### src/rtl/banco_regs_multiporta_pkg.sv
// Shared definitions for the multi-port register bank.
//   estado_t : controller state (ST_LIMPANDO clears the array, ST_OPERANDO is normal use)
//   clog2    : address width helper, never returns less than 1
package banco_regs_multiporta_pkg;

  typedef enum logic {
    ST_LIMPANDO = 1'b0,
    ST_OPERANDO = 1'b1
  } estado_t;

  function automatic int clog2(input int valor);
    int res;
    res = 0;
    for (int i = 0; i < 31; i++) begin
      if ((1 << res) < valor) res++;
    end
    if (res < 1) res = 1;
    return res;
  endfunction

endpackage

### src/rtl/banco_porta_leit.sv
// One registered read port of the register bank.
//   clock, reset : rising-edge clock, synchronous active-high reset
//   limpando     : bank is running its clear sequence; the port returns zero
//   addRd        : read address for this port
//   regs         : current contents of the storage array
//   wrAceito     : a write is being accepted this cycle (already filtered)
//   addWr/dadoWr : address and data of that write, used for write-first forwarding
//   dadoRd       : read data, one cycle after addRd is sampled
module banco_porta_leit #(
  parameter int LARGURA   = 32,
  parameter int NUM_REGS  = 32,
  parameter int AW        = 5,
  parameter int ZERO_FIXO = 1
) (
  input  logic               clock,
  input  logic               reset,
  input  logic               limpando,
  input  logic [AW-1:0]      addRd,
  input  logic [LARGURA-1:0] regs [NUM_REGS],
  input  logic               wrAceito,
  input  logic [AW-1:0]      addWr,
  input  logic [LARGURA-1:0] dadoWr,
  output logic [LARGURA-1:0] dadoRd
);

  localparam logic [AW:0] LIMITE = (AW+1)'(NUM_REGS);

  logic               foraFaixa;
  logic               zeroFixo;
  logic [LARGURA-1:0] proximo_p0;
  logic [LARGURA-1:0] dadoRd_p1;

  // Stage p0: mask, forward or fetch
  always_comb begin
    foraFaixa  = ({1'b0, addRd} >= LIMITE);
    zeroFixo   = (ZERO_FIXO != 0) && (addRd == '0);
    proximo_p0 = '0;
    // Masking comes first: an accepted write can never target a masked address,
    // and the array index is only evaluated once the address is known in range.
    if (limpando || foraFaixa || zeroFixo) begin
      proximo_p0 = '0;
    end else if (wrAceito && (addWr == addRd)) begin
      proximo_p0 = dadoWr;
    end else begin
      proximo_p0 = regs[addRd];
    end
  end

  // Stage p1: registered read data
  always_ff @(posedge clock) begin
    if (reset) dadoRd_p1 <= '0;
    else       dadoRd_p1 <= proximo_p0;
  end

  assign dadoRd = dadoRd_p1;

endmodule

### src/rtl/banco_regs_multiporta.sv
// Register bank with one write port and NUM_LEIT registered read ports.
// After reset the whole array is cleared, one register per cycle, while
// ocupado is high; writes are ignored and reads return zero during that time.
//   clock, reset : rising-edge clock, synchronous active-high reset
//   wr_en, add_wr, dado_wr : write request, address, data
//   add_rd  : flattened read addresses, port k at [k*AW +: AW]
//   dado_rd : flattened read data, port k at [k*LARGURA +: LARGURA], 1-cycle latency
//   ocupado : high while the clear sequence runs
module banco_regs_multiporta
  import banco_regs_multiporta_pkg::*;
#(
  parameter  int LARGURA   = 32,
  parameter  int NUM_REGS  = 32,
  parameter  int NUM_LEIT  = 2,
  parameter  int ZERO_FIXO = 1,
  localparam int AW        = clog2(NUM_REGS)
) (
  input  logic                          clock,
  input  logic                          reset,
  input  logic                          wr_en,
  input  logic [AW-1:0]                 add_wr,
  input  logic [LARGURA-1:0]            dado_wr,
  input  logic [NUM_LEIT*AW-1:0]        add_rd,
  output logic [NUM_LEIT*LARGURA-1:0]   dado_rd,
  output logic                          ocupado
);

  localparam logic [AW:0]   LIMITE = (AW+1)'(NUM_REGS);
  localparam logic [AW-1:0] ULTIMO = AW'(NUM_REGS - 1);

  estado_t            estado;
  logic [AW-1:0]      ptr;
  logic [LARGURA-1:0] regs [NUM_REGS];

  logic               limpando;
  logic               wrAceito;
  logic               wrAtivo;
  logic [AW-1:0]      wrAddr;
  logic [LARGURA-1:0] wrDado;

  assign limpando = (estado == ST_LIMPANDO);
  assign ocupado  = limpando;

  // Single write path: the clear pointer owns it during LIMPANDO, the user
  // port afterwards. A user write in a reset cycle is dropped.
  always_comb begin
    wrAceito = !reset && !limpando && wr_en &&
               ({1'b0, add_wr} < LIMITE) &&
               !((ZERO_FIXO != 0) && (add_wr == '0));
    wrAtivo  = limpando || wrAceito;
    wrAddr   = limpando ? ptr : add_wr;
    wrDado   = limpando ? '0  : dado_wr;
  end

  always_ff @(posedge clock) begin
    if (wrAtivo) regs[wrAddr] <= wrDado;
  end

  // Clear controller: NUM_REGS cycles in LIMPANDO, then stays in OPERANDO
  always_ff @(posedge clock) begin
    if (reset) begin
      estado <= ST_LIMPANDO;
      ptr    <= '0;
    end else begin
      case (estado)
        ST_LIMPANDO: begin
          if (ptr == ULTIMO) estado <= ST_OPERANDO;
          else               ptr    <= ptr + 1'b1;
        end
        ST_OPERANDO: estado <= ST_OPERANDO;
        default:     estado <= ST_LIMPANDO;
      endcase
    end
  end

  for (genvar k = 0; k < NUM_LEIT; k++) begin : g_porta
    banco_porta_leit #(
      .LARGURA   (LARGURA),
      .NUM_REGS  (NUM_REGS),
      .AW        (AW),
      .ZERO_FIXO (ZERO_FIXO)
    ) u_porta (
      .clock    (clock),
      .reset    (reset),
      .limpando (limpando),
      .addRd    (add_rd[k*AW +: AW]),
      .regs     (regs),
      .wrAceito (wrAceito),
      .addWr    (add_wr),
      .dadoWr   (dado_wr),
      .dadoRd   (dado_rd[k*LARGURA +: LARGURA])
    );
  end

endmodule

### config.mk
export PLATFORM = sky130hd
export DESIGN_NAME = banco_regs_multiporta
export DESIGN_NICKNAME = d
export VERILOG_FILES = /design/src/rtl/banco_regs_multiporta_pkg.sv /design/src/rtl/banco_porta_leit.sv /design/src/rtl/banco_regs_multiporta.sv
export SDC_FILE = /design/constraint.sdc
export NUM_CORES = 1
export LEC_CHECK = 0
export CAP_MARGIN = 20
export CORE_UTILIZATION = 35
export CTS_CLUSTER_DIAMETER = 60
export DETAILED_ROUTE_END_ITERATION = 12
export GPL_ROUTABILITY_DRIVEN = 0
export PLACE_DENSITY = 0.51
export RECOVER_POWER = 50
export SLEW_MARGIN = 20
export SYNTH_ARGS = -nofsm -noshare
export SYNTH_HDL_FRONTEND = slang
export SYNTH_SLANG_ARGS = --single-unit
### constraint.sdc
create_clock -name clock -period 3.77 [get_ports clock]
set_input_delay 0.754 -clock clock [delete_from_list [all_inputs] [get_ports clock]]
set_output_delay 0.754 -clock clock [all_outputs]
set_load 0.01 [all_outputs]
==> Word-level counts from Yosys, hierarchy flattened <==
Cells that the tools add are included.
{ "totals": {"reg_bits": 1094, "inputBits": 50, "out_inout_bits": 65, "elab_cells": 81} }
{ "op_classes": {"n_addsub": 1, "n_lt_le_gt_ge": 4, "n_eq_ne": 3, "mux": 15, "bitwise_logic": 5, "n_reduce_logical": 17} }
{ "ops": {"columns": ["operator", "count"], "rows": [
  ["$bwmux W1024", 1],
  ["$bmux W32 S5", 2],
  ["$mux W32", 8],
  ["$demux W32 S5", 1],
  ["$ge A6 B6 Y1 const B", 3],
  ["$not A5 Y6", 3],
  ["$logic_not A5 Y1", 3],
  ["$eq A5 B5 Y1", 2],
  ["$logic_and A1 B1 Y1", 6],
  ["$lt A6 B1 Y1 const B", 1],
  ["$add A5 B1 Y5 const B", 1],
  ["$eq A5 B5 Y1 const B", 1],
  ["$mux W5", 1],
  ["$reduce_or A2 Y1", 2],
  ["$logic_or A1 B1 Y1", 3],
  ["$logic_not A1 Y1", 2],
  ["$not A1 Y1", 2],
  ["$pmux W1 S2", 1],
  ["$reduce_and A2 Y1", 1],
  ["$mux W1", 1]
]} }

==> Logic depth before layout (Yosys ltp) <==
Gate-level depths: netlist of run 1.
{ "logic_depth": {"depth_word": 7, "mapped_depth": 9, "depth_no_buf": 7} }

==> By module <==
Synthesis of run 1 repeated with hierarchy kept, for this count alone.
{ "unflattened": {"cells_unflattened": 2862, "hier_area_um2": 50711.1} }
{ "modules_own_cells": {"columns": ["mod", "instances", "cells_each", "area_per_inst_um2", "seq_area_each_um2"], "rows": [
  ["banco_regs_multiporta", 1, 1182, 31908.1, 30869.6],
  ["banco_porta_leit", 2, 840, 9401.5, 640.6]
]} }

==> Worst setup path before layout of run 1 <==
Ideal clock, no wire load.
{ "synth_path": {"path_type": "input -> register", "start": "input port add_wr[3]", "end": "register regs[224] in the netlist's numbering (enable)", "t_arrival_ns": 2.865, "required_time_ns": 3.349, "path_slack_ns": 0.484, "cell_stages": 6, "path_buffers": 1, "path_cell_list": "buf_2 or4_1 o21ai_2 nor4_1 nor2_1 nor2_1"} }
{ "synth_via": {"elab_chain_len": 4} }
{ "synth_lines": {"columns": ["item", "line", "source"], "rows": [
  ["from (decl)", "banco_regs_multiporta.sv:21", "input logic [AW-1:0] add_wr,"],
  ["$logic_not A5 Y1", "banco_regs_multiporta.sv:49", "!((ZERO_FIXO != 0) && (add_wr == '0));"],
  ["$logic_not A1 Y1", "banco_regs_multiporta.sv:49", null],
  ["$logic_and A1 B1 Y1", "banco_regs_multiporta.sv:48", "({1'b0, add_wr} < LIMITE) &&"],
  ["$logic_or A1 B1 Y1", "banco_regs_multiporta.sv:50", "wrAtivo = limpando || wrAceito;"],
  ["to (signal, indexed assignment)", "banco_regs_multiporta.sv:56", "if (wrAtivo) regs[wrAddr] <= wrDado;"],
  ["to (decl)", "banco_regs_multiporta.sv:33", "logic [LARGURA-1:0] regs [NUM_REGS];"]
]} }
No other way between the ends.
A chain may end at the register's enable or synchronous reset.

==> Worst setup path in the final report of run 1 <==
{ "layout_path": {"start": "register estado", "end": "register regs[322] in the netlist's numbering, data pin"} }
{ "layout_lines": {"columns": ["item", "line", "source"], "rows": [
  ["from (decl)", "banco_regs_multiporta.sv:31", "estado_t estado;"],
  ["from (signal assigned)", "banco_regs_multiporta.sv:62", "estado <= ST_LIMPANDO;"],
  ["from (signal assigned)", "banco_regs_multiporta.sv:67", "if (ptr == ULTIMO) estado <= ST_OPERANDO;"],
  ["from (signal assigned)", "banco_regs_multiporta.sv:70", "ST_OPERANDO: estado <= ST_OPERANDO;"],
  ["$mux W32", "banco_regs_multiporta.sv:52", "wrDado = limpando ? '0 : dado_wr;"],
  ["via wrDado[2]", "banco_regs_multiporta.sv:39", "logic [LARGURA-1:0] wrDado;"],
  ["$bwmux W1024", "banco_regs_multiporta.sv:56", null]
]} }
The timed path passes the listed nets, and every way through them passes these cells.

==> results of run 1 <==
==> cells in the mapped netlist (3+ instances only) <==
| master | count |
|---|---|
| mux2_2 | 42 |
| mux4_2 | 359 |
| a221o_1 | 29 |
| nor2b_1 | 7 |
| a22oi_1 | 128 |
| a32o_1 | 31 |
| o21bai_1 | 32 |
| mux4_1 | 16 |
| a21oi_1 | 61 |
| a31oi_1 | 5 |
| xor2_1 | 3 |
| nor4_1 | 3 |
| o21ai_0 | 4 |
| buf_4 | 10 |
| nor2_1 | 50 |
| edfxtp_1 | 1024 |
| xnor2_1 | 10 |
| a221oi_1 | 66 |
| inv_1 | 3 |
| mux2i_1 | 275 |
| nand3_1 | 3 |
| o211ai_1 | 7 |
| buf_6 | 8 |
| o2111ai_1 | 7 |
| and2_1 | 34 |
| nand2_1 | 55 |
| a211o_1 | 32 |
| o221ai_1 | 54 |
| a211oi_1 | 33 |
| dfxtp_1 | 70 |
| buf_2 | 88 |
| clkbuf_1 | 115 |
| buf_1 | 7 |
==> path summary, 6_finish.rpt <==
check | from | endpoint | slack, ns | cells after the start
max | estado | regs[322] | 0.45 | 3
min | ptr[4] | ptr[4] | 0.59 | 2
max reg2reg | estado | regs[322] | 0.45 | 3
min reg2reg | ptr[4] | ptr[4] | 0.59 | 2
==> cells by family after synthesis <==
group,after synthesis
AOI/OAI and AO/OA,497
xor gates and xnor gates,13
adders and majority gates,2
buffers and inverters,232
DFF,1094
muxes,692
and+or+nand+nor,167
==> worst reg2reg max path: cells and delay by family (launching register included) <==
family | cells | cell delay, ns
buf+inv | 2 | 1.40
simple gates | 1 | 0.84
flops | 1 | 0.72
==> sequential cells by signal, indices dropped and copies added (netlist names) <==
name,flops
ptr,5
regs,1024
estado,1
g_porta.u_porta.dadoRd,64
==> layout make-up <==
class                           instances  area (sq um)
Fill cell                           12400         82400
Sequential cell                      1094         32200
Multi-Input combinational cell       1371         16900
Timing Repair Buffer                  348          3520
Clock buffer                          153          3250
Tap cell                             1890          2360
Clock inverter                         78           808
Inverter                                4          15.0
==> where the power goes <==
part	internal [W]	total [W]	leakage, nW	switching [W]
Combinational	0.000873	0.00209	7.50	0.00122
Sequential	0.0132	0.0133	9.57	0.0000602
Clock	0.00690	0.0121	1.98	0.00516
==> cell usage in the layout, fill, tap and decap left out, types with 5 or more instances in the layout <==
| cell type | netlist | layout |
|---|---|---|
| o211ai_1 | 7 | 7 |
| mux2_2 | 42 | 42 |
| clkinv_2 | 0 | 31 |
| a221oi_1 | 66 | 66 |
| a22oi_1 | 128 | 128 |
| mux4_2 | 359 | 359 |
| xnor2_1 | 10 | 10 |
| a221o_1 | 29 | 29 |
| clkbuf_8 | 0 | 10 |
| buf_4 | 10 | 142 |
| o2111ai_1 | 7 | 7 |
| and2_0 | 0 | 13 |
| clkbuf_16 | 0 | 121 |
| a21oi_1 | 61 | 60 |
| o21bai_1 | 32 | 32 |
| a32o_1 | 31 | 31 |
| clkdlybuf4s50_1 | 0 | 104 |
| dfxtp_1 | 70 | 70 |
| mux2i_1 | 275 | 275 |
| nand2_1 | 55 | 55 |
| clkinv_1 | 1 | 11 |
| and2_1 | 34 | 19 |
| o221ai_1 | 54 | 54 |
| clkinvlp_4 | 0 | 10 |
| a211o_1 | 32 | 32 |
| edfxtp_1 | 1024 | 1024 |
| buf_12 | 0 | 59 |
| inv_6 | 0 | 5 |
| clkbuf_1 | 115 | 46 |
| bufinv_16 | 0 | 11 |
| clkbuf_2 | 0 | 10 |
| a211oi_1 | 33 | 33 |
| mux4_1 | 16 | 16 |
| nor2_1 | 50 | 18 |
| nor2_4 | 0 | 32 |
==> metal layers <==
layer  vias up  global-route usage (%)
li1      12100                       -
met1     16600                    34.5
met2      1572                    38.2
met3       293                    4.70
met4         0                    7.68
met5         -                       0
==> metrics by stage <==
stage	setup TNS, ns	area, sq um
6_report	0	59000
5_1_grt	0	59000
4_1_cts	0	59200
3_5_place_dp	-1.16	55200
3_3_place_gp	-7.96	55100
2_1_floorplan	0	49800
==> metrics.txt, run 1 <==
xor/xnor cell area share of the yosys netlist=0.229%; ANT nets after route=0; #FFs+latches synth=1094; Met2 Wirelength=81.9 mm; via count=30600; final hold slack=0.587 ns; Final Non-Filler Cells=4938; Overflow after GRT=0; worst path cell trace=buf_4 > and2_0 > clkbuf_1; DP Cell Count=4706; Core ar.=141000 sq um; Max transition margin=-13.1%; clock skew=0.0230 ns; syn_area_per_cell=18.5 sq um; fin. max-slew vios=113; sequential area share after synthesis=64.6%; share of cells above drive strength 1=28.6%; Least-Margin Pin Slew=1.70 ns; Routed wire per std cell=35.6 um; final setup vio count=0; GRT Resource Usage Total=24.5%; post-synth cell types=51; top sig layer=met4; met1 wire length=74.2 mm; Critical Path AT=3.71 ns; total CTS buffers=121; TritonRoute pass-1 iters=5; initial drt markers=3832; overall power=0.0274 W; Synth Instances=2697; ys async rst share=0%; Worst Path Required=4.17 ns; drt drc=0; Clock Pin Slew Worst Setup and Hold Paths=0.06 ns; Crit. End Element=register; FMAX=301 MHz; HPWL after DPL=109 mm; RSZ-0062 raised after global routing=false; hold_buf cts=0; status=complete, but fails checks; synth warn=0; Mapped Nets=2749; largest family of logic cells by synthesized area=multiplexers; Critical-path top delay cell=and2_0; fin nets=2992; top post-synthesis cells by area=edfxtp_1 (62%), mux4_2 (16%), mux2i_1 (5.5%); Clk Latency, worst-skew pair=0.77 ns; ratio of total power to cell area=465 nW/um^2; Area Growth Syn to Fin=18.5%; die height=379 um; Setup WS post-layout=0.453 ns; failing checks=max-capacitance violations, max-slew violations; Hold Violations, Final=0; peak supply drop=418 uV; Synth Area in Adders=0.0502%; die width=379 um; Period Utilization, post-route=88.0%; cells resized by post-CTS repair=0; Max stage delay on crit path=0.82 ns; Place WS=-0.103 ns; min Tclk post-route=3.32 ns; row cnt=138; I/O Buffers=114; hold crit path type=register to register; CTS Sinks=1094; vias per inst=6.20; multiplexer area fraction after synthesis=23.6%; post-synth top area share=61.7%; critical path's top delay family=buffers and inverters; Starting Density=35.2%; cell taking the most area after synthesis=edfxtp_1; initial antenna violation count=5; # IOs=115; Synth Flop Type=edfxtp_1; H-tree Lvls=3; number of synthesized flops with an enable pin=1024; Ant. Diodes=0; leakage=19.0 nW; CTS tree=yes; overall routed net length=176 mm; simple-gate share of the synthesized area=1.58%; Root Buffer=clkbuf_16; Crit Path Class=register to register; DIE AREA=144000 sq um; CP Launch Type=register; post-CTS setup buffer count=0; number of global-route vias before repair=31200; first-pass GRT wire length=245 mm; Post-Syn Area=49800 sq um; met3 WL=14.6 mm; buffers plus inverters on the worst setup path=2; Max Cap Viol=4; Layout Utilization=41.7%; clock tree buffer depth=3; pin count of the biggest net entering global routing=51; fraction of the mapped netlist area in compound gates=7.87%; crit path max fanout=20
(Power assumes the default switching activity.)
==> run 2: changes to the inputs <==
Settings changed: CTS_CLUSTER_DIAMETER 60 to 80.
==> run 2 against run 1 <==
The flow still finishes with violations (max-capacitance violations, max-slew violations); final area rose by 0.14%; critical path depth down 1; die area stayed put; clock power about the same; global-route usage about the same; clock skew is 0.0054 ns higher.
==> metrics.txt, run 2 (synthesis gave the netlist of run 1 again) <==
number of global-route vias before repair=31300; Max transition margin=-14.3%; CTS tree=yes; DIE AREA=144000 sq um; met1 GRT Util=34.6%; commonest cells after routing, fill and taps aside=edfxtp_1 (1024), mux4_2 (359), mux2i_1 (275), buf_4 (142), a22oi_1 (128); Place WS=-0.103 ns; failing checks=max-capacitance violations, max-slew violations; fin. max-slew vios=113; GRT Resource Usage Total=24.5%; hold crit path type=register to register; initial drt markers=3754; overall power=0.0277 W; Max Cap Viol=4; most common cell after layout, fill and taps aside=edfxtp_1; Clk pwr share=44.5%; Int Power=0.0214 W; TritonRoute pass-1 iters=7; crit path max fanout=32; hold_buf cts=0; Worst Path Required=4.14 ns; H-tree Lvls=3; ratio of total power to cell area=469 nW/um^2; global routing's busiest layer=met2; Crit. End Element=register; Max stage delay on crit path=1.11 ns; cells resized by post-CTS repair=0; fin nets=2989; leakage=19.1 nW; Least-Margin Pin Slew=1.71 ns; peak supply drop=458 uV; GRT met2 Usage=38.5%; total CTS buffers=118; FILL cells=12400; Clock Pin Slew Worst Setup and Hold Paths=0.06 ns; initial antenna violation count=5; vias per inst=6.19; Period Utilization, post-route=87.5%; CP Launch Type=register; overall routed net length=176 mm; die width=379 um; HPWL after DPL=109 mm; Area Growth Syn to Fin=18.6%; first-pass GRT wire length=245 mm; grt met3 use=4.40%; Critical-path top delay cell=and2_1; via count=30500; row cnt=138; Reg area=32200 sq um; pin count of the biggest net entering global routing=51; CTS Sinks=1094; # IOs=115; I/O Buffers=114; final setup vio count=0; Switch Pwr=0.00637 W; max FFs per register=1024; die height=379 um; Hold Violations, Final=0; Comb pwr share=7.5%; Net Sw Frac=23.0%; min Tclk post-route=3.30 ns; worst path cell trace=clkbuf_1 > and2_1; area of the multi-input gates=16900 sq um; Overflow after GRT=0; Root Buffer=clkbuf_16; FMAX=303 MHz; Sequential Power Share=47.9%; Critical Path AT=3.67 ns; RSZ-0062 raised after global routing=false; Starting Density=35.2%; clock tree buffer depth=3; Core ar.=141000 sq um; final hold slack=0.577 ns; clock skew=0.0284 ns; Clk Latency, worst-skew pair=0.75 ns; ANT nets after route=0; Routed wire per std cell=35.6 um; Setup WS post-layout=0.470 ns; status=complete, but fails checks; Crit Path Class=register to register; share of cells above drive strength 1=28.6%; Largest Register=regs; post-CTS setup buffer count=0; drt drc=0
run 2: cell count changes in the layout (fill, tap and decap cells not counted), sizes merged:
cell / change
clkdlybuf4s50: -10
clkinv: -1
dlygate4sd3: +10
inv: -7
bufinv: +7
clkbuf: -5
diode: +1
run 2: final timing paths:
path,startpoint,endpoint,slack [ns],depth (start not counted)
hold reg to reg,ptr[4],ptr[4],0.58,2
setup / recovery,estado,regs[446],0.47,2
setup reg to reg,estado,regs[446],0.47,2
hold / removal,ptr[4],ptr[4],0.58,2
run 2: through the flow:
| step | instances | TNS, ns | utilization (%) | cell area, sq um |
|---|---|---|---|---|
| after global routing | 4932 | 0 | 41.8 | 59100 |
| after CTS | 4931 | 0 | 41.9 | 59300 |
| final | 4933 | 0 | 41.8 | 59100 |
| after floorplan | 2697 | 0 | - | 49800 |
| after detailed placement | 4706 | -1.16 | 39.0 | 55200 |
| after global placement | 4704 | -7.96 | 39.0 | 55100 |
run 2: worst max-delay path: cells and delay by family, from the launching register on:
family                 cells  cell delay (ns)
DFF                        1             0.72
and+or+nand+nor            1             1.11
buffers and inverters      1             1.07
run 2: routing by layer:
layer | wire [um] | vias to the layer above
li1 | - | 12100
met1 | 74400 | 16600
met2 | 82200 | 1547
met3 | 14300 | 280
met4 | 4790 | 0
met5 | 0 | -
run 2: power groups by stage:
| stage | Combinational, W | Sequential, W | Clock (W) |
|---|---|---|---|
| after floorplan | 0.00123 | 0.0135 | 0 |
| after global placement | 0.00208 | 0.0135 | 0 |
| after detailed placement | 0.00208 | 0.0135 | 0 |
| after CTS | 0.00209 | 0.0133 | 0.0125 |
| after global routing | 0.00217 | 0.0133 | 0.0129 |
| final | 0.00209 | 0.0133 | 0.0123 |
run 2: area by class of cell:
type / count / area share (%)
Timing Repair Buffer: 348 / 5.95
Clock inverter: 77 / 1.61
Inverter: 4 / 0.0254
Multi-Input combinational cell: 1371 / 28.6
Sequential cell: 1094 / 54.4
Clock buffer: 148 / 5.40
Antenna cell: 1 / 0.00424
Tap cell: 1890 / 4.00
